--- config.mk ---
export PLATFORM = sky130hd
export DESIGN_NAME = aes_serial_master_flat
export DESIGN_NICKNAME = d
export VERILOG_FILES = /design/src/rtl/aes_pkg.sv /design/src/rtl/aes_serial_master_if.sv /design/src/rtl/aes_piso_sipo.sv /design/src/rtl/aes_serial_master.sv /design/src/flat_wrapper.sv
export SDC_FILE = /design/constraint.sdc
export NUM_CORES = 1
export LEC_CHECK = 0
export CORE_ASPECT_RATIO = 0.75
export CORE_UTILIZATION = 46
export DETAILED_ROUTE_END_ITERATION = 10
export GPL_ROUTABILITY_DRIVEN = 0
export GPL_TIMING_DRIVEN = 0
export HOLD_SLACK_MARGIN = 0.15
export PLACE_DENSITY_LB_ADDON = 0.2
export SYNTH_ARGS = -nofsm -noshare
export SYNTH_HDL_FRONTEND = slang
export SYNTH_HIERARCHICAL = 1
export SYNTH_SLANG_ARGS = --single-unit
--- constraint.sdc ---
create_clock -name clk -period 2.3 [get_ports clk]
set_input_delay 0.575 -clock clk [delete_from_list [all_inputs] [get_ports clk]]
set_output_delay 0.575 -clock clk [all_outputs]
set_load 0.05 [all_outputs]
--- src/rtl/aes_pkg.sv ---
// ---------------------------------------------------------------------------
// aes_pkg
// Definitions shared by the AES cores and the serial master in front of
// each core.
//   AES_BLOCK_BITS  : width of one AES data block
//   state_t / ST_*  : 3-bit state encoding of the serial master FSM
//   key_bits_legal  : true when a key width is a legal AES key length
// ---------------------------------------------------------------------------
package aes_pkg;

  localparam int AES_BLOCK_BITS = 128;

  typedef logic [2:0] state_t;

  localparam state_t ST_IDLE       = 3'd0;
  localparam state_t ST_SHIFT_DATA = 3'd1;
  localparam state_t ST_SHIFT_KEY  = 3'd2;
  localparam state_t ST_WAIT       = 3'd3;
  localparam state_t ST_GAP        = 3'd4;
  localparam state_t ST_CAPTURE    = 3'd5;
  localparam state_t ST_DONE       = 3'd6;

  // Nk*32 with Nk in {4,6,8}
  function automatic bit key_bits_legal(input int kb);
    return (kb == 128) || (kb == 192) || (kb == 256);
  endfunction

endpackage

--- src/rtl/aes_serial_master_if.sv ---
// ---------------------------------------------------------------------------
// aes_serial_master_if
// Host-side handshake plus core-side serial lines of one serial master.
//   in_valid/in_ready/in_data/in_key : request handshake (block + key)
//   out_valid/out_data/err/busy      : result presentation
//   cs/miso                          : serial lines driven towards the core
//   mosi/finished                    : serial lines driven by the core
// modport master : the serial master itself
// modport slave  : whatever surrounds it (host logic and core)
// ---------------------------------------------------------------------------
interface aes_serial_master_if
  import aes_pkg::*;
#(
  parameter int KEY_BITS = 128
);

  logic                      in_valid;
  logic                      in_ready;
  logic [AES_BLOCK_BITS-1:0] in_data;
  logic [KEY_BITS-1:0]       in_key;
  logic                      out_valid;
  logic [AES_BLOCK_BITS-1:0] out_data;
  logic                      err;
  logic                      busy;
  logic                      cs;
  logic                      miso;
  logic                      mosi;
  logic                      finished;

  modport master (
    input  in_valid, in_data, in_key, mosi, finished,
    output in_ready, out_valid, out_data, err, busy, cs, miso
  );

  modport slave (
    output in_valid, in_data, in_key, mosi, finished,
    input  in_ready, out_valid, out_data, err, busy, cs, miso
  );

endinterface

--- src/rtl/aes_piso_sipo.sv ---
// ---------------------------------------------------------------------------
// aes_piso_sipo
// Generic right-shifting register usable as PISO or SIPO.
//   clk, rst    : clock, synchronous active-high reset (clears to zero)
//   load        : parallel load of load_data (wins over shift_en)
//   shift_en    : shift one place towards bit 0, serial_in enters at the MSB
//   serial_out  : current bit 0
//   par_out     : whole register
// Used as SIPO, WIDTH shifts leave the first received bit in bit 0.
// ---------------------------------------------------------------------------
module aes_piso_sipo #(
  parameter int WIDTH = 128
) (
  input  logic             clk,
  input  logic             rst,
  input  logic             load,
  input  logic [WIDTH-1:0] load_data,
  input  logic             shift_en,
  input  logic             serial_in,
  output logic             serial_out,
  output logic [WIDTH-1:0] par_out
);

  logic [WIDTH-1:0] sr_reg;

  always_ff @(posedge clk) begin
    if (rst) begin
      sr_reg <= '0;
    end else if (load) begin
      sr_reg <= load_data;
    end else if (shift_en) begin
      sr_reg <= {serial_in, sr_reg[WIDTH-1:1]};
    end
  end

  assign serial_out = sr_reg[0];
  assign par_out    = sr_reg;

endmodule

--- src/rtl/aes_serial_master.sv ---
// ---------------------------------------------------------------------------
// aes_serial_master
// Host-side master for the bit-serial cs/miso/mosi/finished port of an AES
// core. Accepts block+key over valid/ready, shifts both out LSB-first with cs
// high, drops cs until the core reports finished, then raises cs again and
// collects the 128-bit result, presented with a one-cycle out_valid pulse.
//   clk, rst : clock, synchronous active-high reset
//   bus      : aes_serial_master_if.master (handshake, result, serial lines)
// Parameters: KEY_BITS (128/192/256), READ_LATENCY (>=1) cycles of cs high
// before the first valid mosi bit, TIMEOUT_CYCLES (>=2) WAIT cycles before
// the transfer is aborted with err=1.
// ---------------------------------------------------------------------------
module aes_serial_master
  import aes_pkg::*;
#(
  parameter int KEY_BITS       = 128,
  parameter int READ_LATENCY   = 1,
  parameter int TIMEOUT_CYCLES = 1024
) (
  input  logic                clk,
  input  logic                rst,
  aes_serial_master_if.master bus
);

  localparam int     TW        = $clog2(TIMEOUT_CYCLES + 1);
  localparam logic [7:0]    DATA_LAST = 8'(AES_BLOCK_BITS - 1);
  localparam logic [7:0]    KEY_LAST  = 8'(KEY_BITS - 1);
  localparam logic [7:0]    GAP_LAST  = 8'(READ_LATENCY - 1);
  localparam logic [TW-1:0] TMO_LAST  = TW'(TIMEOUT_CYCLES - 1);

  generate
    if (!key_bits_legal(KEY_BITS)) begin : g_bad_key_bits
      $error("aes_serial_master: KEY_BITS must be 128, 192 or 256");
    end
    if (READ_LATENCY < 1 || READ_LATENCY > 256) begin : g_bad_read_latency
      $error("aes_serial_master: READ_LATENCY must be 1..256");
    end
    if (TIMEOUT_CYCLES < 2) begin : g_bad_timeout
      $error("aes_serial_master: TIMEOUT_CYCLES must be >= 2");
    end
  endgenerate

  state_t                    state_reg, state_next;
  logic [7:0]                cnt_reg, cnt_next;
  logic [TW-1:0]             tmo_reg, tmo_next;
  logic                      timeout_hit;
  logic                      err_reg;
  logic [AES_BLOCK_BITS-1:0] out_data_reg;

  logic                      accept;
  logic                      data_shift, key_shift, res_shift;
  logic                      data_bit, key_bit;
  logic [AES_BLOCK_BITS-1:0] res_par;
  logic [AES_BLOCK_BITS-1:0] data_par_unused;
  logic [KEY_BITS-1:0]       key_par_unused;
  logic                      res_serial_unused;

  // ---- shift registers ------------------------------------------------------
  aes_piso_sipo #(.WIDTH(AES_BLOCK_BITS)) u_data_sr (
    .clk(clk), .rst(rst), .load(accept), .load_data(bus.in_data),
    .shift_en(data_shift), .serial_in(1'b0),
    .serial_out(data_bit), .par_out(data_par_unused)
  );

  aes_piso_sipo #(.WIDTH(KEY_BITS)) u_key_sr (
    .clk(clk), .rst(rst), .load(accept), .load_data(bus.in_key),
    .shift_en(key_shift), .serial_in(1'b0),
    .serial_out(key_bit), .par_out(key_par_unused)
  );

  // Cleared on accept so an aborted transfer reports an all-zero result.
  aes_piso_sipo #(.WIDTH(AES_BLOCK_BITS)) u_res_sr (
    .clk(clk), .rst(rst), .load(accept), .load_data('0),
    .shift_en(res_shift), .serial_in(bus.mosi),
    .serial_out(res_serial_unused), .par_out(res_par)
  );

  // ---- FSM: state register ----------------------------------------------------
  always_ff @(posedge clk) begin
    if (rst) begin
      state_reg <= ST_IDLE;
      cnt_reg   <= '0;
      tmo_reg   <= '0;
    end else begin
      state_reg <= state_next;
      cnt_reg   <= cnt_next;
      tmo_reg   <= tmo_next;
    end
  end

  // ---- FSM: next state ----------------------------------------------------------
  always_comb begin
    state_next  = state_reg;
    cnt_next    = cnt_reg;
    tmo_next    = tmo_reg;
    timeout_hit = 1'b0;
    case (state_reg)
      ST_IDLE: begin
        if (bus.in_valid) begin
          state_next = ST_SHIFT_DATA;
          cnt_next   = '0;
        end
      end
      ST_SHIFT_DATA: begin
        if (cnt_reg == DATA_LAST) begin
          state_next = ST_SHIFT_KEY;
          cnt_next   = '0;
        end else begin
          cnt_next = cnt_reg + 8'd1;
        end
      end
      ST_SHIFT_KEY: begin
        if (cnt_reg == KEY_LAST) begin
          state_next = ST_WAIT;
          tmo_next   = '0;
        end else begin
          cnt_next = cnt_reg + 8'd1;
        end
      end
      ST_WAIT: begin
        tmo_next = tmo_reg + TW'(1);
        // finished is ignored on the first WAIT cycle (tmo_reg==0): a flag
        // still high from the previous operation must not end this one.
        if (bus.finished && (tmo_reg != '0)) begin
          state_next = ST_GAP;
          cnt_next   = '0;
        end else if (tmo_reg == TMO_LAST) begin
          state_next  = ST_DONE;
          timeout_hit = 1'b1;
        end
      end
      ST_GAP: begin
        if (cnt_reg == GAP_LAST) begin
          state_next = ST_CAPTURE;
          cnt_next   = '0;
        end else begin
          cnt_next = cnt_reg + 8'd1;
        end
      end
      ST_CAPTURE: begin
        if (cnt_reg == DATA_LAST) begin
          state_next = ST_DONE;
        end else begin
          cnt_next = cnt_reg + 8'd1;
        end
      end
      ST_DONE: state_next = ST_IDLE;
      default: state_next = ST_IDLE;
    endcase
  end

  // ---- FSM: outputs ---------------------------------------------------------------
  always_comb begin
    accept        = 1'b0;
    data_shift    = 1'b0;
    key_shift     = 1'b0;
    res_shift     = 1'b0;
    bus.cs        = 1'b0;
    bus.miso      = 1'b0;
    bus.out_valid = 1'b0;
    bus.in_ready  = 1'b0;
    bus.busy      = 1'b1;
    bus.err       = err_reg;
    // The last result bit lands in res_par on the edge entering DONE, so the
    // DONE cycle presents it directly; out_data_reg holds it afterwards.
    bus.out_data  = out_data_reg;
    case (state_reg)
      ST_IDLE: begin
        bus.in_ready = 1'b1;
        bus.busy     = 1'b0;
        accept       = bus.in_valid;
      end
      ST_SHIFT_DATA: begin
        bus.cs     = 1'b1;
        bus.miso   = data_bit;
        data_shift = 1'b1;
      end
      ST_SHIFT_KEY: begin
        bus.cs    = 1'b1;
        bus.miso  = key_bit;
        key_shift = 1'b1;
      end
      ST_GAP: bus.cs = 1'b1;
      ST_CAPTURE: begin
        bus.cs    = 1'b1;
        res_shift = 1'b1;
      end
      ST_DONE: begin
        bus.out_valid = 1'b1;
        bus.out_data  = res_par;
      end
      default: ;
    endcase
  end

  // ---- result / error holding registers -----------------------------------------
  always_ff @(posedge clk) begin
    if (rst) begin
      err_reg      <= 1'b0;
      out_data_reg <= '0;
    end else begin
      if ((state_next == ST_DONE) && (state_reg != ST_DONE)) begin
        err_reg <= timeout_hit;
      end
      if (state_reg == ST_DONE) begin
        out_data_reg <= res_par;
      end
    end
  end

endmodule
--- src/flat_wrapper.sv ---
// flat-port wrapper written by rule: the top's interface ports become plain ports
module aes_serial_master_flat import aes_pkg::*;
#(
  parameter int KEY_BITS       = 128,
  parameter int READ_LATENCY   = 1,
  parameter int TIMEOUT_CYCLES = 1024
)
  (clk, rst, bus_in_valid, bus_in_data, bus_in_key, bus_mosi, bus_finished, bus_in_ready, bus_out_valid, bus_out_data, bus_err, bus_busy, bus_cs, bus_miso);
  aes_serial_master_if #(.KEY_BITS(KEY_BITS)) bus_i ();
  input  logic clk;
  input  logic rst;
  input wire logic [$bits(bus_i.in_valid)-1:0] bus_in_valid;
  input wire logic [$bits(bus_i.in_data)-1:0] bus_in_data;
  input wire logic [$bits(bus_i.in_key)-1:0] bus_in_key;
  input wire logic [$bits(bus_i.mosi)-1:0] bus_mosi;
  input wire logic [$bits(bus_i.finished)-1:0] bus_finished;
  output wire logic [$bits(bus_i.in_ready)-1:0] bus_in_ready;
  output wire logic [$bits(bus_i.out_valid)-1:0] bus_out_valid;
  output wire logic [$bits(bus_i.out_data)-1:0] bus_out_data;
  output wire logic [$bits(bus_i.err)-1:0] bus_err;
  output wire logic [$bits(bus_i.busy)-1:0] bus_busy;
  output wire logic [$bits(bus_i.cs)-1:0] bus_cs;
  output wire logic [$bits(bus_i.miso)-1:0] bus_miso;
  assign bus_i.in_valid = bus_in_valid;
  assign bus_i.in_data = bus_in_data;
  assign bus_i.in_key = bus_in_key;
  assign bus_i.mosi = bus_mosi;
  assign bus_i.finished = bus_finished;
  assign bus_in_ready = bus_i.in_ready;
  assign bus_out_valid = bus_i.out_valid;
  assign bus_out_data = bus_i.out_data;
  assign bus_err = bus_i.err;
  assign bus_busy = bus_i.busy;
  assign bus_cs = bus_i.cs;
  assign bus_miso = bus_i.miso;
  aes_serial_master #(.KEY_BITS(KEY_BITS), .READ_LATENCY(READ_LATENCY), .TIMEOUT_CYCLES(TIMEOUT_CYCLES)) u_core (.clk(clk), .rst(rst), .bus(bus_i));
endmodule
==> flow_metrics.tcl <==
set metrics [dict create \
    clock_path_buffers 3 \
    crit_chain "buf_6, nand3_4, clkbuf_16, buf_4, nand2_1, nand2_4, buf_8" \
    timing.fmax_ghz 0.387 \
    final_cell_area_um2 36300 \
    hp-class "register to register" \
    stdcell_count 3957 \
    crit_required_ns 1.73 \
    grt_pass1_vias 20100 \
    grt_pass1_wl_mm 105 \
    ant_nets 0 \
    power_density_nw_per_um2 630 \
    clkSinkCount 535 \
    io_pins 395 \
    ir_worst_vdd_v 0.000590 \
    hold_viol 0 \
    core_um2 56200 \
    track_usage 0.220 \
    layout.nets 3447 \
    hold_path_depth 2 \
    clock_latency_ns 0.60 \
    worstMarginPinSlew_ns 0.882 \
    drtIter0Drc 830 \
    p_total_uw 22900 \
    worstSetupPathType "register to output pin" \
    clkTransAtPathRegs_ns 0.07 \
    wl_met2_mm 33.5 \
    cts_buffers 54 \
    die-area_um2 58200 \
    die_h_um 209 \
    layout_min_cycle_time_ns 2.58 \
    fin_ws_ns -0.284 \
    maxCapViolations 0 \
    holdWs_ns 0.513 \
    cp.arrival_ns 2.01 \
    drc 0 \
    syn_to_final_growth_pct 38.0 \
    slew_headroom 0.412 \
    rows 75 \
    grt_max_degree 15 \
    syn-mean-instance-area_um2 10.2 \
    met3_length_mm 2.97 \
    die_x_um 278 \
    cp-end-kind "output pin" \
    grt_overflow 0 \
    max_stage_delay_ns 0.35 \
    maxUsedRoutingLayer "met5" \
    critPathMaxFanout 10 \
    layout_common_cells "531 x dfxtp_1, 384 x mux2i_1, 358 x a211oi_2" \
    placed_area_um2 31700 \
    cp-start-kind "register" \
    antenna_found_initial 9 \
    netlist_instances 2573 \
    cts-root-buf "clkbuf_16" \
    wirelength_mm 67.2 \
    violations "setup timing" \
    leakage_uw 0.0139 \
    drive_gt1_frac 0.310 \
    finalSetupTns_ns -30.20 \
    dp_cells 3827 \
    routed_via_density 5.06 \
    drtPass1Iterations 5 \
    vias 20000 \
    layout_commonest_cell "dfxtp_1" \
    nFillCells 4303 \
    routedWlPerCell_um 17.0 \
    dp_hpwl_mm 46.5 \
    rsz0062_at_grt "true" \
    htreeDepth 2 \
    cp_slowest_cell "dfxtp_2" \
    setup_viol 133 \
    slew_violations 0 \
    portBuffers 394 \
    ys_warn_count 6 \
    cts_tree "yes" \
    worstRegToRegCells 10 \
    met1Wirelength_mm 29.6 \
    status "finished with violations" \
    fin_crit_sh 1.12 \
    skew_ns 0.0115 \
    synth.cell_area_um2 26300 \
    start_util 0.469 \
]
worst max-delay path, delay by kind of cell (launching register included):
| family | cells | cell delay [ns] |
|---|---|---|
| buf+inv | 4 | 0.70 |
| flops | 1 | 0.35 |
| simple gates | 3 | 0.36 |
final cells by class:
cell class / instances / area (µm²) / area share
sequential: 535 / 10700 / 0.295
clock buffer: 72 / 1540 / 0.0424
inverter: 15 / 77.6 / 0.00213
timing repair buffer: 427 / 4930 / 0.136
buffer: 218 / 2230 / 0.0614
multi-input combinational: 1931 / 15600 / 0.429
tap: 731 / 915 / 0.0252
antenna: 6 / 15.0 / 0.000413
clock inverter: 22 / 317 / 0.00871
stage by stage:
| stage | setup slack [ns] | util |
|---|---|---|
| floorplan | -0.00151 | - |
| global placement | -1.53 | 0.564 |
| detailed placement | -1.55 | 0.564 |
| CTS | -0.332 | 0.623 |
| global route | -0.377 | 0.646 |
| finish | -0.284 | 0.647 |
report_power, final:
| part | total (µW) | internal (µW) | leakage, µW | switching, µW |
|---|---|---|---|---|
| combinational | 3240 | 1700 | 0.00861 | 1530 |
| clock | 9340 | 5580 | 0.000921 | 3760 |
| sequential | 10300 | 9890 | 0.00440 | 428 |
metal layers:
metal | GRT usage | up-vias
met5 | 0 | -
met4 | 0.0566 | 8
met3 | 0.0442 | 96
met2 | 0.384 | 333
met1 | 0.276 | 9564
li1 | - | 10000
final timing paths:
check | to | startpoint | slack, ns
max | bus_out_data[59] | u_core/state_reg[1] | -0.28
min | u_core/cnt_reg[6] | u_core/cnt_reg[6] | 0.51
max reg2reg | u_core/u_key_sr/par_out[123] | u_core/state_reg[1] | 0.02
min reg2reg | u_core/cnt_reg[6] | u_core/cnt_reg[6] | 0.51
repair_timing:
item / CTS / global route
endpoints found under the setup margin: 638 / 584
hold buffers: 0 / 0
cloned: 6 / 6
gates resized for setup: 1239 / 492
pin swaps: 57 / 62
setup buffers: 11 / 11
(Power assumes the default switching activity.)
